--- src/rtl/vgachargen_pkg.sv ---
// Shared definitions for the text-mode display CPU-side access path:
// region bases, memory depths, FSM state codes, region enum and the
// APB address decoder.
package vgachargen_pkg;

  localparam int unsigned APB_AW  = 14;
  localparam int unsigned APB_DW  = 32;
  localparam int unsigned APB_SW  = 4;
  localparam int unsigned GLYPH_W = 128;

  localparam logic [APB_AW-1:0] CH_MAP_BASE  = 14'h0000;
  localparam logic [APB_AW-1:0] COL_MAP_BASE = 14'h1000;
  localparam logic [APB_AW-1:0] CH_T_RW_BASE = 14'h2000;

  localparam int unsigned MAP_DEPTH   = 2400;
  localparam int unsigned GLYPH_DEPTH = 128;

  // FSM state encoding
  localparam logic [2:0] ST_IDLE     = 3'd0;
  localparam logic [2:0] ST_BYTE     = 3'd1;
  localparam logic [2:0] ST_GLYPH_RD = 3'd2;
  localparam logic [2:0] ST_GLYPH_WR = 3'd3;
  localparam logic [2:0] ST_DONE     = 3'd4;

  typedef enum logic [1:0] {
    REG_CH    = 2'd0,
    REG_COL   = 2'd1,
    REG_GLYPH = 2'd2,
    REG_ERR   = 2'd3
  } region_e;

  // Classify a byte address; word holes past the populated depth are errors.
  function automatic region_e decode_addr(input logic [APB_AW-1:0] paddr,
                                          input int unsigned map_depth,
                                          input int unsigned glyph_depth);
    region_e r;
    r = REG_ERR;
    if ((paddr[13:12] == CH_MAP_BASE[13:12]) &&
        (32'({paddr[11:2], 2'b00}) < map_depth)) begin
      r = REG_CH;
    end else if ((paddr[13:12] == COL_MAP_BASE[13:12]) &&
                 (32'({paddr[11:2], 2'b00}) < map_depth)) begin
      r = REG_COL;
    end else if ((paddr[13:11] == CH_T_RW_BASE[13:11]) &&
                 (32'(paddr[10:4]) < glyph_depth)) begin
      r = REG_GLYPH;
    end
    return r;
  endfunction

endpackage

--- src/rtl/vgachargen_apb_writer_if.sv ---
// APB slave bus bundle for the display-memory writer.
// master: drives psel/penable/pwrite/paddr/pwdata/pstrb, receives response.
// slave : receives request, drives prdata/pready/pslverr.
interface vgachargen_apb_writer_if;
  import vgachargen_pkg::*;

  logic              psel_i;
  logic              penable_i;
  logic              pwrite_i;
  logic [APB_AW-1:0] paddr_i;
  logic [APB_DW-1:0] pwdata_i;
  logic [APB_SW-1:0] pstrb_i;
  logic [APB_DW-1:0] prdata_o;
  logic              pready_o;
  logic              pslverr_o;

  modport master (
    output psel_i, penable_i, pwrite_i, paddr_i, pwdata_i, pstrb_i,
    input  prdata_o, pready_o, pslverr_o
  );

  modport slave (
    input  psel_i, penable_i, pwrite_i, paddr_i, pwdata_i, pstrb_i,
    output prdata_o, pready_o, pslverr_o
  );
endinterface

--- src/rtl/vgachargen_apb_writer.sv ---
// APB slave giving the CPU access to the character map, color map and
// writable glyph table A ports. Map words are split into four byte
// accesses; glyph words are read-modify-written into 128-bit lines.
// Ports:
//   clk_i, arst_i        : clock, asynchronous active-high reset
//   apb                  : APB slave bundle (request in, response out)
//   ch_map_*             : character map A port (addr/wen/wdata out, rdata in)
//   col_map_*            : color map A port, byte = {fg, bg}
//   ch_t_rw_*            : glyph table A port, 128-bit lines
module vgachargen_apb_writer
  import vgachargen_pkg::*;
#(
  parameter int unsigned MAP_DEPTH   = vgachargen_pkg::MAP_DEPTH,
  parameter int unsigned GLYPH_DEPTH = vgachargen_pkg::GLYPH_DEPTH,
  parameter int unsigned MAP_AW      = $clog2(MAP_DEPTH),
  parameter int unsigned GLYPH_AW    = $clog2(GLYPH_DEPTH)
) (
  input  logic                clk_i,
  input  logic                arst_i,
  vgachargen_apb_writer_if.slave apb,
  output logic [MAP_AW-1:0]   ch_map_addr_o,
  output logic                ch_map_wen_o,
  output logic [7:0]          ch_map_data_o,
  input  logic [7:0]          ch_map_data_i,
  output logic [MAP_AW-1:0]   col_map_addr_o,
  output logic                col_map_wen_o,
  output logic [7:0]          col_map_data_o,
  input  logic [7:0]          col_map_data_i,
  output logic [GLYPH_AW-1:0] ch_t_rw_addr_o,
  output logic                ch_t_rw_wen_o,
  output logic [GLYPH_W-1:0]  ch_t_rw_data_o,
  input  logic [GLYPH_W-1:0]  ch_t_rw_data_i
);

  logic [2:0]        state_q,   state_d;
  logic [2:0]        cnt_q,     cnt_d;
  region_e           region_q,  region_d;
  logic              pwrite_q,  pwrite_d;
  logic [9:0]        word_q,    word_d;
  logic [APB_DW-1:0] wdata_q,   wdata_d;
  logic [APB_SW-1:0] strb_q,    strb_d;
  logic              err_q,     err_d;
  logic [APB_DW-1:0] prdata_q,  prdata_d;
  logic              pready_q,  pready_d;
  logic              pslverr_q, pslverr_d;

  logic [7:0]         map_rdata;
  logic [7:0]         lane_byte;
  logic               lane_wen;
  logic [MAP_AW-1:0]  map_entry;
  logic [31:0]        glyph_word;
  logic [GLYPH_W-1:0] glyph_merged;

  // Byte-offset bits carry no information for word accesses.
  logic unused_paddr_lo;
  assign unused_paddr_lo = ^apb.paddr_i[1:0];

  assign apb.prdata_o  = prdata_q;
  assign apb.pready_o  = pready_q;
  assign apb.pslverr_o = pslverr_q;

  // Datapath helpers: lane select, map entry, glyph word extract and merge.
  always_comb begin
    map_rdata    = (region_q == REG_COL) ? col_map_data_i : ch_map_data_i;
    lane_byte    = '0;
    glyph_word   = '0;
    glyph_merged = ch_t_rw_data_i;
    map_entry    = MAP_AW'({word_q, 2'b00}) + MAP_AW'(cnt_q);
    for (int k = 0; k < 4; k++) begin
      if (cnt_q[1:0] == 2'(k)) lane_byte = wdata_q[8*k +: 8];
    end
    lane_wen = pwrite_q & strb_q[cnt_q[1:0]] & ~cnt_q[2];
    for (int w = 0; w < 4; w++) begin
      if (word_q[1:0] == 2'(w)) begin
        glyph_word = ch_t_rw_data_i[32*w +: 32];
        for (int b = 0; b < 4; b++) begin
          if (strb_q[b]) glyph_merged[32*w + 8*b +: 8] = wdata_q[8*b +: 8];
        end
      end
    end
  end

  // Next-state and response logic.
  always_comb begin
    state_d   = state_q;
    cnt_d     = cnt_q;
    region_d  = region_q;
    pwrite_d  = pwrite_q;
    word_d    = word_q;
    wdata_d   = wdata_q;
    strb_d    = strb_q;
    err_d     = err_q;
    prdata_d  = prdata_q;
    case (state_q)
      ST_IDLE: begin
        if (apb.psel_i && !apb.penable_i) begin
          pwrite_d = apb.pwrite_i;
          word_d   = apb.paddr_i[11:2];
          wdata_d  = apb.pwdata_i;
          strb_d   = apb.pstrb_i;
          region_d = decode_addr(apb.paddr_i, MAP_DEPTH, GLYPH_DEPTH);
          err_d    = (region_d == REG_ERR);
          cnt_d    = 3'd0;
          case (region_d)
            REG_CH, REG_COL: state_d = ST_BYTE;
            REG_GLYPH:       state_d = ST_GLYPH_RD;
            default:         state_d = ST_DONE;
          endcase
        end
      end
      ST_BYTE: begin
        // Read data lags the address by one cycle, so cnt=k returns lane k-1.
        if (!pwrite_q) begin
          for (int k = 0; k < 4; k++) begin
            if (cnt_q == 3'(k + 1)) prdata_d[8*k +: 8] = map_rdata;
          end
        end
        if (cnt_q == 3'd4) state_d = ST_DONE;
        else               cnt_d   = cnt_q + 3'd1;
      end
      ST_GLYPH_RD: state_d = ST_GLYPH_WR;
      ST_GLYPH_WR: begin
        if (!pwrite_q) prdata_d = glyph_word;
        state_d = ST_DONE;
      end
      ST_DONE: state_d = ST_IDLE;
      default: state_d = ST_IDLE;
    endcase
    pready_d  = (state_d == ST_DONE);
    pslverr_d = (state_d == ST_DONE) & err_d;
  end

  // Memory A-port drive, decoded from the current state.
  always_comb begin
    ch_map_addr_o  = '0;
    ch_map_wen_o   = 1'b0;
    ch_map_data_o  = '0;
    col_map_addr_o = '0;
    col_map_wen_o  = 1'b0;
    col_map_data_o = '0;
    ch_t_rw_addr_o = '0;
    ch_t_rw_wen_o  = 1'b0;
    ch_t_rw_data_o = '0;
    case (state_q)
      ST_BYTE: begin
        if (!cnt_q[2]) begin
          if (region_q == REG_COL) begin
            col_map_addr_o = map_entry;
            col_map_wen_o  = lane_wen;
            col_map_data_o = lane_wen ? lane_byte : 8'h00;
          end else begin
            ch_map_addr_o = map_entry;
            ch_map_wen_o  = lane_wen;
            ch_map_data_o = lane_wen ? lane_byte : 8'h00;
          end
        end
      end
      ST_GLYPH_RD: ch_t_rw_addr_o = GLYPH_AW'(word_q[8:2]);
      ST_GLYPH_WR: begin
        ch_t_rw_addr_o = GLYPH_AW'(word_q[8:2]);
        if (pwrite_q) begin
          ch_t_rw_wen_o  = 1'b1;
          ch_t_rw_data_o = glyph_merged;
        end
      end
      default: ;
    endcase
  end

  // State and response registers.
  always_ff @(posedge clk_i or posedge arst_i) begin
    if (arst_i) begin
      state_q   <= ST_IDLE;
      cnt_q     <= '0;
      region_q  <= REG_CH;
      pwrite_q  <= 1'b0;
      word_q    <= '0;
      wdata_q   <= '0;
      strb_q    <= '0;
      err_q     <= 1'b0;
      prdata_q  <= '0;
      pready_q  <= 1'b0;
      pslverr_q <= 1'b0;
    end else begin
      state_q   <= state_d;
      cnt_q     <= cnt_d;
      region_q  <= region_d;
      pwrite_q  <= pwrite_d;
      word_q    <= word_d;
      wdata_q   <= wdata_d;
      strb_q    <= strb_d;
      err_q     <= err_d;
      prdata_q  <= prdata_d;
      pready_q  <= pready_d;
      pslverr_q <= pslverr_d;
    end
  end

endmodule

--- src/flat_wrapper.sv ---
// flat-port wrapper written by rule: the top's interface ports become plain ports
module vgachargen_apb_writer_flat import vgachargen_pkg::*;
#(
  parameter int unsigned MAP_DEPTH   = vgachargen_pkg::MAP_DEPTH,
  parameter int unsigned GLYPH_DEPTH = vgachargen_pkg::GLYPH_DEPTH,
  parameter int unsigned MAP_AW      = $clog2(MAP_DEPTH),
  parameter int unsigned GLYPH_AW    = $clog2(GLYPH_DEPTH)
)
  (clk_i, arst_i, ch_map_addr_o, ch_map_wen_o, ch_map_data_o, ch_map_data_i, col_map_addr_o, col_map_wen_o, col_map_data_o, col_map_data_i, ch_t_rw_addr_o, ch_t_rw_wen_o, ch_t_rw_data_o, ch_t_rw_data_i, apb_psel_i, apb_penable_i, apb_pwrite_i, apb_paddr_i, apb_pwdata_i, apb_pstrb_i, apb_prdata_o, apb_pready_o, apb_pslverr_o);
  vgachargen_apb_writer_if apb_i ();
  input  logic clk_i;
  input  logic arst_i;
  output logic [MAP_AW-1:0] ch_map_addr_o;
  output logic ch_map_wen_o;
  output logic [7:0] ch_map_data_o;
  input  logic [7:0] ch_map_data_i;
  output logic [MAP_AW-1:0] col_map_addr_o;
  output logic col_map_wen_o;
  output logic [7:0] col_map_data_o;
  input  logic [7:0] col_map_data_i;
  output logic [GLYPH_AW-1:0] ch_t_rw_addr_o;
  output logic ch_t_rw_wen_o;
  output logic [GLYPH_W-1:0] ch_t_rw_data_o;
  input  logic [GLYPH_W-1:0] ch_t_rw_data_i;
  input wire logic [$bits(apb_i.psel_i)-1:0] apb_psel_i;
  input wire logic [$bits(apb_i.penable_i)-1:0] apb_penable_i;
  input wire logic [$bits(apb_i.pwrite_i)-1:0] apb_pwrite_i;
  input wire logic [$bits(apb_i.paddr_i)-1:0] apb_paddr_i;
  input wire logic [$bits(apb_i.pwdata_i)-1:0] apb_pwdata_i;
  input wire logic [$bits(apb_i.pstrb_i)-1:0] apb_pstrb_i;
  output wire logic [$bits(apb_i.prdata_o)-1:0] apb_prdata_o;
  output wire logic [$bits(apb_i.pready_o)-1:0] apb_pready_o;
  output wire logic [$bits(apb_i.pslverr_o)-1:0] apb_pslverr_o;
  assign apb_i.psel_i = apb_psel_i;
  assign apb_i.penable_i = apb_penable_i;
  assign apb_i.pwrite_i = apb_pwrite_i;
  assign apb_i.paddr_i = apb_paddr_i;
  assign apb_i.pwdata_i = apb_pwdata_i;
  assign apb_i.pstrb_i = apb_pstrb_i;
  assign apb_prdata_o = apb_i.prdata_o;
  assign apb_pready_o = apb_i.pready_o;
  assign apb_pslverr_o = apb_i.pslverr_o;
  vgachargen_apb_writer #(.MAP_DEPTH(MAP_DEPTH), .GLYPH_DEPTH(GLYPH_DEPTH), .MAP_AW(MAP_AW), .GLYPH_AW(GLYPH_AW)) u_core (.clk_i(clk_i), .arst_i(arst_i), .apb(apb_i), .ch_map_addr_o(ch_map_addr_o), .ch_map_wen_o(ch_map_wen_o), .ch_map_data_o(ch_map_data_o), .ch_map_data_i(ch_map_data_i), .col_map_addr_o(col_map_addr_o), .col_map_wen_o(col_map_wen_o), .col_map_data_o(col_map_data_o), .col_map_data_i(col_map_data_i), .ch_t_rw_addr_o(ch_t_rw_addr_o), .ch_t_rw_wen_o(ch_t_rw_wen_o), .ch_t_rw_data_o(ch_t_rw_data_o), .ch_t_rw_data_i(ch_t_rw_data_i));
endmodule
--- config.mk ---
export PLATFORM = sky130hd
export DESIGN_NAME = vgachargen_apb_writer_flat
export DESIGN_NICKNAME = d
export VERILOG_FILES = /design/src/rtl/vgachargen_pkg.sv /design/src/rtl/vgachargen_apb_writer_if.sv /design/src/rtl/vgachargen_apb_writer.sv /design/src/flat_wrapper.sv
export SDC_FILE = /design/constraint.sdc
export NUM_CORES = 1
export LEC_CHECK = 0
export CORE_AREA = 4 4 159 161
export DETAILED_ROUTE_END_ITERATION = 8
export DIE_AREA = 0 0 163 165
export PLACE_DENSITY = 0.68
export SYNTH_ARGS = -nofsm -noshare
export SYNTH_HDL_FRONTEND = slang
export SYNTH_SLANG_ARGS = --single-unit
--- constraint.sdc ---
create_clock -name clk_i -period 4.15 [get_ports clk_i]
set_input_delay 0.83 -clock clk_i [delete_from_list [all_inputs] [get_ports clk_i]]
set_output_delay 0.83 -clock clk_i [all_outputs]
set_load 0.1 [all_outputs]
* Word level (Yosys, flattened, before mapping)
Index checks and enable logic that the tools add are counted.
** Word-level totals
- Logic and storage cells :: 145
- Input port bits :: 199
- Bits in registers :: 90
- Output and inout bits :: 212
** Cells by class
- Bitwise gates (word level) :: 4
- Reduce and logical (&&, ||, !) cells :: 19
- $lt $le $gt $ge :: 2
- Muxes and demuxes :: 76
- Equality and inequality tests :: 28
- Add/sub/neg operators :: 2
** Operators with widths (count)
- $mux W32 :: 10
- $mux W128 :: 2
- $mux W8 :: 32
- $mux W12 :: 6
- $pmux W32 S2 :: 1
- $reduce_and A4 Y1 :: 4
- $add A12 B3 Y12 :: 1
- $eq A2 B2 Y1 const B :: 6
- $eq A3 B2 Y1 const B :: 4
- $lt A12 B12 Y1 const B :: 1
- $mux W1 :: 12
- $mux W3 :: 4
- $pmux W3 S2 :: 2
- $pmux W3 S4 :: 1
- $eq A2 B1 Y1 const B :: 5
- $ne A2 B1 Y1 const B :: 5
- $eq A3 B3 Y1 const B :: 3
- $logic_not A2 Y1 :: 4
- $mux W2 :: 4
- $mux W7 :: 1
- $eq A3 B1 Y1 const B :: 2
- $ne A2 B2 Y1 const B :: 3
- $reduce_bool A2 Y1 :: 2
- $reduce_or A2 Y1 :: 2
- other kinds (10) :: 14

* Depth between registers and ports, before layout
Gate-level depths: netlist of run 1.
- Word-level depth :: 13
- Mapped depth :: 8
- Mapped depth without buffers :: 6

* Worst setup path after synthesis of run 1
No wires, ideal clock.
- Path kind :: reg-to-output
- From :: register u_core.word_q[0]
- To :: output ch_t_rw_data_o[88]
- Buffers on the path :: 4
- Stages on the path, launching flop included :: 8
- Data arrival time :: 2723 ps
- Data required time :: 3320 ps
- Path slack :: 597 ps
- Path through :: dfrtp_1 > buf_6 > buf_6 > nor2b_1 > buf_2 > buf_2 > nand3_1 > a21oi_1
** Between the ends
- Longest elaborated chain between the ends :: 4
** Ends and longest elaborated chain
- from (decl) :: RTL line vgachargen_apb_writer.sv:39 : logic [9:0] word_q, word_d;
- from (signal assigned) :: RTL line vgachargen_apb_writer.sv:189 : word_q <= word_d;
- $eq A2 B2 Y1 :: RTL line vgachargen_apb_writer.sv:74 : if (word_q[1:0] == 2'(w)) begin
- $mux W32 :: RTL line vgachargen_apb_writer.sv:74
- $mux W128 :: RTL line vgachargen_apb_writer.sv:161 : if (pwrite_q) begin
- $mux W128 :: RTL line vgachargen_apb_writer.sv:144 : case (state_q)
- to (decl) :: RTL line flat_wrapper.sv:23 : output logic [GLYPH_W-1:0] ch_t_rw_data_o;
No other way between the ends.

* Worst setup path in the final report of run 1
- From :: register u_core.word_q[1]
- To :: output ch_t_rw_data_o[67]
Same word-level chain as after synthesis.

==> results.toml, run 1 <==
[clock_network]
cts_tree = "built"
cts_resized = 0
clock_path_buffers = 2
path_clk_slew_ns = 0.06
cts_num_sinks = 90
htree_num_levels = 3
postCtsHoldBufs = 0
cts_buffers = 9
cts-root-buf = "clkbuf_16"
clk_latency_ns = 0.35
cts_setup_buffers = 0

[global_route]
antenna_found_initial = 3
grt_pass1_vias = 8427
grt_pass1_wl_mm = 53.50
grt_use_total_pct = 26.41
grt_max_degree = 65
grt-ovfl-total = 0

[yosys]
synth_cell_types = 45
syn_inst = 925
ys.flop_type = "dfrtp_1"
synth_seq_cells = 90
ys_seq_area_share_pct = 30.16
syn_avg_cell_area_um2 = 8.073
syn-num-nets = 1131
async_flop_share_pct = 100.0
synth_edf_count = 0
ys_warn_count = 0
syn-cell-area_um2 = 7467

[timing]
fin_setup_tns_ns = 0
final.min_clock_period_ns = 3.692
rsz0062_at_grt = "no"
final_hold_viol_count = 0
finalCritPeriodShare_pct = 88.95
setup_viol = 0
tightest_slew_ns = 1.061
hold_ws_ns = 0.4897
timing.fmax_mhz = 270.9
finClkSkew_ns = 0.009704
slew_viol_final = 0
max_slew_margin_pct = 29.04

[pwr]
p_leak_nw = 5.551
max-vdd-ir-drop_v = 0.0004215
p_per_area_nw_per_um2 = 633.9

[floorplan]
row_count = 57
io_pins = 411
die_x_um = 163
die_h_um = 165
die_area_um2 = 26900
start_util_pct = 31.16
core_area_um2 = 23960

[finish]
nFillCells = 2291
mostFrequentLayoutCell = "clkdlybuf4s50_1"
fin_util_pct = 51.62
final_cells = 1623
drive_gt1_share_pct = 22.21
design_area_um2 = 12370
seqCellArea_um2 = 2255
multi_input_area_um2 = 4826
fin_nets = 1498
area_delta_synth_final_pct = 65.67
mostFrequentLayoutCells = "clkdlybuf4s50_1 (230), nand2_1 (211), nor2_1 (143)"

[placement]
place_congestion = 0.9607
dpl_cell_area_um2 = 12090
place_hpwl_mm = 29.99
placed_cells = 1605
io_buffers = 408

[detailed_routing]
num_vias = 8498
drc_errors = 0
wl_per_cell_um = 23.08
dr.pass1.iters = 6
antenna_left = 0
drt_iter0_markers = 676
viasPerCell = 5.236
totalWireLength_mm = 37.46

[critical_path]
crit_type = "reg2out"
crit_required_ns = 3.32
cp.arrival_ns = 2.86
startpoint_type = "register"
r2r_start = "u_core.state_q[1]"
end_kind = "output port"
critPathSlowestCell = "nor2b_2"
crit_start = "u_core.word_q[1]"
crit_fanout = 15
cpPeakStageDelay_ns = 0.72
path_cells = "nor2b_2 -> nand2_1 -> mux2i_1 -> nor2_1 -> buf_12"

[run_status]
status = "finished clean"

[worst_hold_path]
hold_start = "u_core.apb.prdata_o[25]"
holdCritPathClass = "reg2reg"

[job]
cap_violations = 0
==> routing by layer <==
| layer | share of wire [%] | up-vias | global-route usage [%] |
|---|---|---|---|
| li1 | - | 3908 | - |
| met1 | 41 | 4091 | 34.60 |
| met2 | 48 | 425 | 44.42 |
| met3 | 8.3 | 72 | 4.891 |
| met4 | 3.0 | 2 | 8.197 |
| met5 | 0.035 | - | 0 |
==> through the flow <==
| step | power [mW] | setup slack, ns |
|---|---|---|
| floorplan | 5.427 | 0.5974 |
| global placement | 6.975 | 0.8367 |
| detailed placement | 7.043 | 0.8115 |
| CTS | 7.848 | 0.4067 |
| global route | 8.212 | 0.3479 |
| finish | 7.842 | 0.4584 |
==> sequential cells by signal (all words and copies together), names as in the netlist <==
signal                flops
u_core.cnt_q              3
u_core.wdata_q           32
u_core.apb.pready_o       1
u_core.apb.prdata_o      32
u_core.err_q              1
u_core.word_q            10
u_core.apb.pslverr_o      1
u_core.region_q           2
u_core.pwrite_q           1
u_core.state_q            3
u_core.strb_q             4
==> report_power, final <==
part	switching, mW	internal [mW]	leakage (nW)
Clock	0.375	0.413	0.130
Combinational	3.43	1.60	4.32
Sequential	0.726	1.30	1.10
Total	4.53	3.31	5.55
==> synth_stat cells, types with 12 or more instances <==
library cell	count	share of area, %
mux2i_1	96	13
clkbuf_1	23	1.2
o21ai_1	39	2.6
mux2_2	25	3.8
nand2_1	211	11
a21oi_1	61	4.1
nor2_1	143	7.2
dfrtp_1	90	30
inv_1	15	0.75
and2_1	12	1.0
nand3_1	45	3.0
mux4_2	33	10
buf_2	37	2.5
==> logic make-up (layout without fill, tap and decap cells) <==
family | Yosys count | in the layout | share of synthesized area [%]
multiplexers | 154 | 154 | 26.59
AND/OR/NAND/NOR | 440 | 440 | 24.93
buffers and inverters | 85 | 457 | 5.496
XOR/XNOR | 8 | 8 | 0.9384
other | 0 | 2 | 0
AO/OA/AOI/OAI | 141 | 141 | 10.71
flip-flops | 90 | 90 | 30.16
adder cells (fa/ha/maj) | 7 | 7 | 1.173
==> area by class of cell <==
cell class / instances / share of cell area [%]
repair buffers: 424 / 36.65
diodes: 2 / 0.04046
inverters: 17 / 0.5361
multi-input cells: 750 / 39.01
clock buffers: 10 / 1.851
clock inverters: 6 / 0.4046
well taps: 324 / 3.277
flip-flops and latches: 90 / 18.23
==> path summary, 6_finish.rpt <==
kind,to,slack (ns),cells past startpoint
max in group asynchronous,u_core.word_q[1],2.50,3
min reg2reg,u_core.apb.prdata_o[25],0.49,1
min,u_core.apb.prdata_o[25],0.49,1
max,ch_t_rw_data_o[67],0.46,5
max reg2reg,u_core.apb.prdata_o[18],1.74,4
min in group asynchronous,u_core.apb.prdata_o[16],0.86,2
==> worst max-delay path, delay by kind of cell (launching register included) <==
family	cells	cell delay (ns)
buf+inv	1	0.21
mux	1	0.23
flops	1	0.61
simple gates	3	1.47
No activity file was read; power rests on OpenSTA's default activity.
==> run 2, diff against run 1 <==
CORE_AREA = 4 4 158 160   (was 4 4 159 161)
DIE_AREA = 0 0 162 164   (was 0 0 163 165)
PLACE_DENSITY = 0.69   (was 0.68)
clock period = 4.7 ns   (was 4.15 ns; I/O delays follow)
==> results.toml, run 2 (synthesis gave the netlist of run 1 again) <==
[detailed_routing]
totalWireLength_mm = 36.51
num_vias = 8478
wl_met3_mm = 3.248
drc_errors = 0
highest_layer = "met5"
dr.pass1.iters = 7
antenna_left = 0
drt_iter0_markers = 860
met2_length_mm = 17.44
wl_per_cell_um = 22.62
drt-met1-wl_mm = 14.93
viasPerCell = 5.253

[finish]
fin_nets = 1495
nFillCells = 2287
fin_util_pct = 50.40
mostFrequentLayoutCell = "clkdlybuf4s50_1"
final_cells = 1614
design_area_um2 = 11800
mostFrequentLayoutCells = "clkdlybuf4s50_1 (238), nand2_1 (211), buf_4 (167)"
drive_gt1_share_pct = 21.48
area_delta_synth_final_pct = 57.96

[pwr]
p_sw_mw = 4.018
p_leak_nw = 5.404
p_sw_share_pct = 58.05
max-vdd-ir-drop_v = 0.0003324
p_per_area_nw_per_um2 = 586.9
pwr-share-comb_pct = 62.6
p_int_mw = 2.904
p_seq_share_pct = 26.9
p_clk_share_pct = 10.5

[job]
cap_violations = 0

[floorplan]
io_pins = 411
die_area_um2 = 26570
die_h_um = 164
core_area_um2 = 23400
start_util_pct = 31.91
row_count = 56
die_x_um = 162

[global_route]
grt_pass1_wl_mm = 52.78
grt-ovfl-total = 0
antenna_found_initial = 2
grt_use_total_pct = 26.34
grt_max_degree = 66
grt_pass1_vias = 8373

[timing]
finalCritPeriodShare_pct = 87.52
slew_viol_final = 0
finClkSkew_ns = 0.008595
tightest_slew_ns = 1.124
timing.fmax_mhz = 243.1
final.min_clock_period_ns = 4.113
hold_ws_ns = 0.4904
max_slew_margin_pct = 24.84
rsz0062_at_grt = "no"
setup_viol = 0
fin_setup_tns_ns = 0
final_hold_viol_count = 0

[critical_path]
crit_fanout = 27
crit_required_ns = 3.76
cp.arrival_ns = 3.17
critPathSlowestCell = "dfrtp_2"
crit_type = "reg2out"
cpPeakStageDelay_ns = 0.85
end_kind = "output port"
path_cells = "nor2b_2 -> nand2_1 -> mux2i_1 -> nor2_1 -> buf_4"
startpoint_type = "register"

[run_status]
status = "finished clean"

[clock_network]
path_clk_slew_ns = 0.07
cts_resized = 0
clk_latency_ns = 0.35
cts_num_sinks = 90
postCtsHoldBufs = 0
clock_path_buffers = 2
cts_setup_buffers = 0
cts-root-buf = "clkbuf_16"
cts_buffers = 9
cts_tree = "built"
htree_num_levels = 3

[placement]
place_hpwl_mm = 28.87
io_buffers = 408
place_congestion = 0.9305
dpl_cell_area_um2 = 11500
placed_cells = 1597

[worst_hold_path]
holdCritPathClass = "reg2reg"
run 2: cell count changes in the layout (fill, tap and decap cells not counted):
cell and change:
buf_12 -46, buf_4 +35, clkdlybuf4s50_1 +8, inv_8 +2, clkbuf_1 -1, clkinv_4 -1, clkinvlp_4 -1, diode_2 -1
inv_6 +1
run 2: worst paths after layout:
kind	startpoint	end	slack, ns	cells past startpoint
setup / recovery	u_core.word_q[1]	ch_t_rw_data_o[69]	0.59	5
hold / removal	u_core.apb.prdata_o[28]	u_core.apb.prdata_o[28]	0.49	1
setup reg to reg	u_core.word_q[0]	u_core.apb.prdata_o[2]	2.07	5
hold reg to reg	u_core.apb.prdata_o[28]	u_core.apb.prdata_o[28]	0.49	1
max in group asynchronous	arst_i	u_core.word_q[0]	2.87	3
min in group asynchronous	arst_i	u_core.apb.prdata_o[19]	1.04	2
run 2: final cells by class:
class	instances	area, um^2	share of cell area, %
clock inverters	7	65.06	0.5516
clock buffers	9	225.2	1.909
repair buffers	421	3956	33.54
flip-flops and latches	90	2255	19.12
multi-input cells	750	4826	40.91
inverters	17	66.31	0.5622
diodes	1	2.502	0.02122
well taps	319	399.1	3.384
run 2: power by group through the flow:
stage	Sequential, mW	Clock (mW)	Combinational [mW]
global placement	1.84	0	4.31
global route	1.92	0.779	4.57
CTS	1.84	0.742	4.34
detailed placement	1.86	0	4.33
finish	1.86	0.726	4.34
floorplan	2.51	0	2.28
run 2: metal layers:
metal / vias to the layer above / track usage [%]
li1: 3922 / -
met1: 4070 / 34.38
met2: 427 / 43.70
met3: 57 / 6.625
met4: 2 / 7.228
met5: - / 0
run 2: per-stage QoR:
stage               power [mW]  setup slack [ns]
floorplan                4.792             1.037
global placement         6.151            0.9393
detailed placement       6.189            0.9800
CTS                      6.928            0.5790
global route             7.274            0.4008
finish                   6.923            0.5868
run 2: critical path, delay by kind of cell, from the launching register on:
| family | cells | cell delay, ns |
|---|---|---|
| buf+inv | 1 | 0.30 |
| flops | 1 | 0.85 |
| mux | 1 | 0.25 |
| simple gates | 3 | 1.39 |
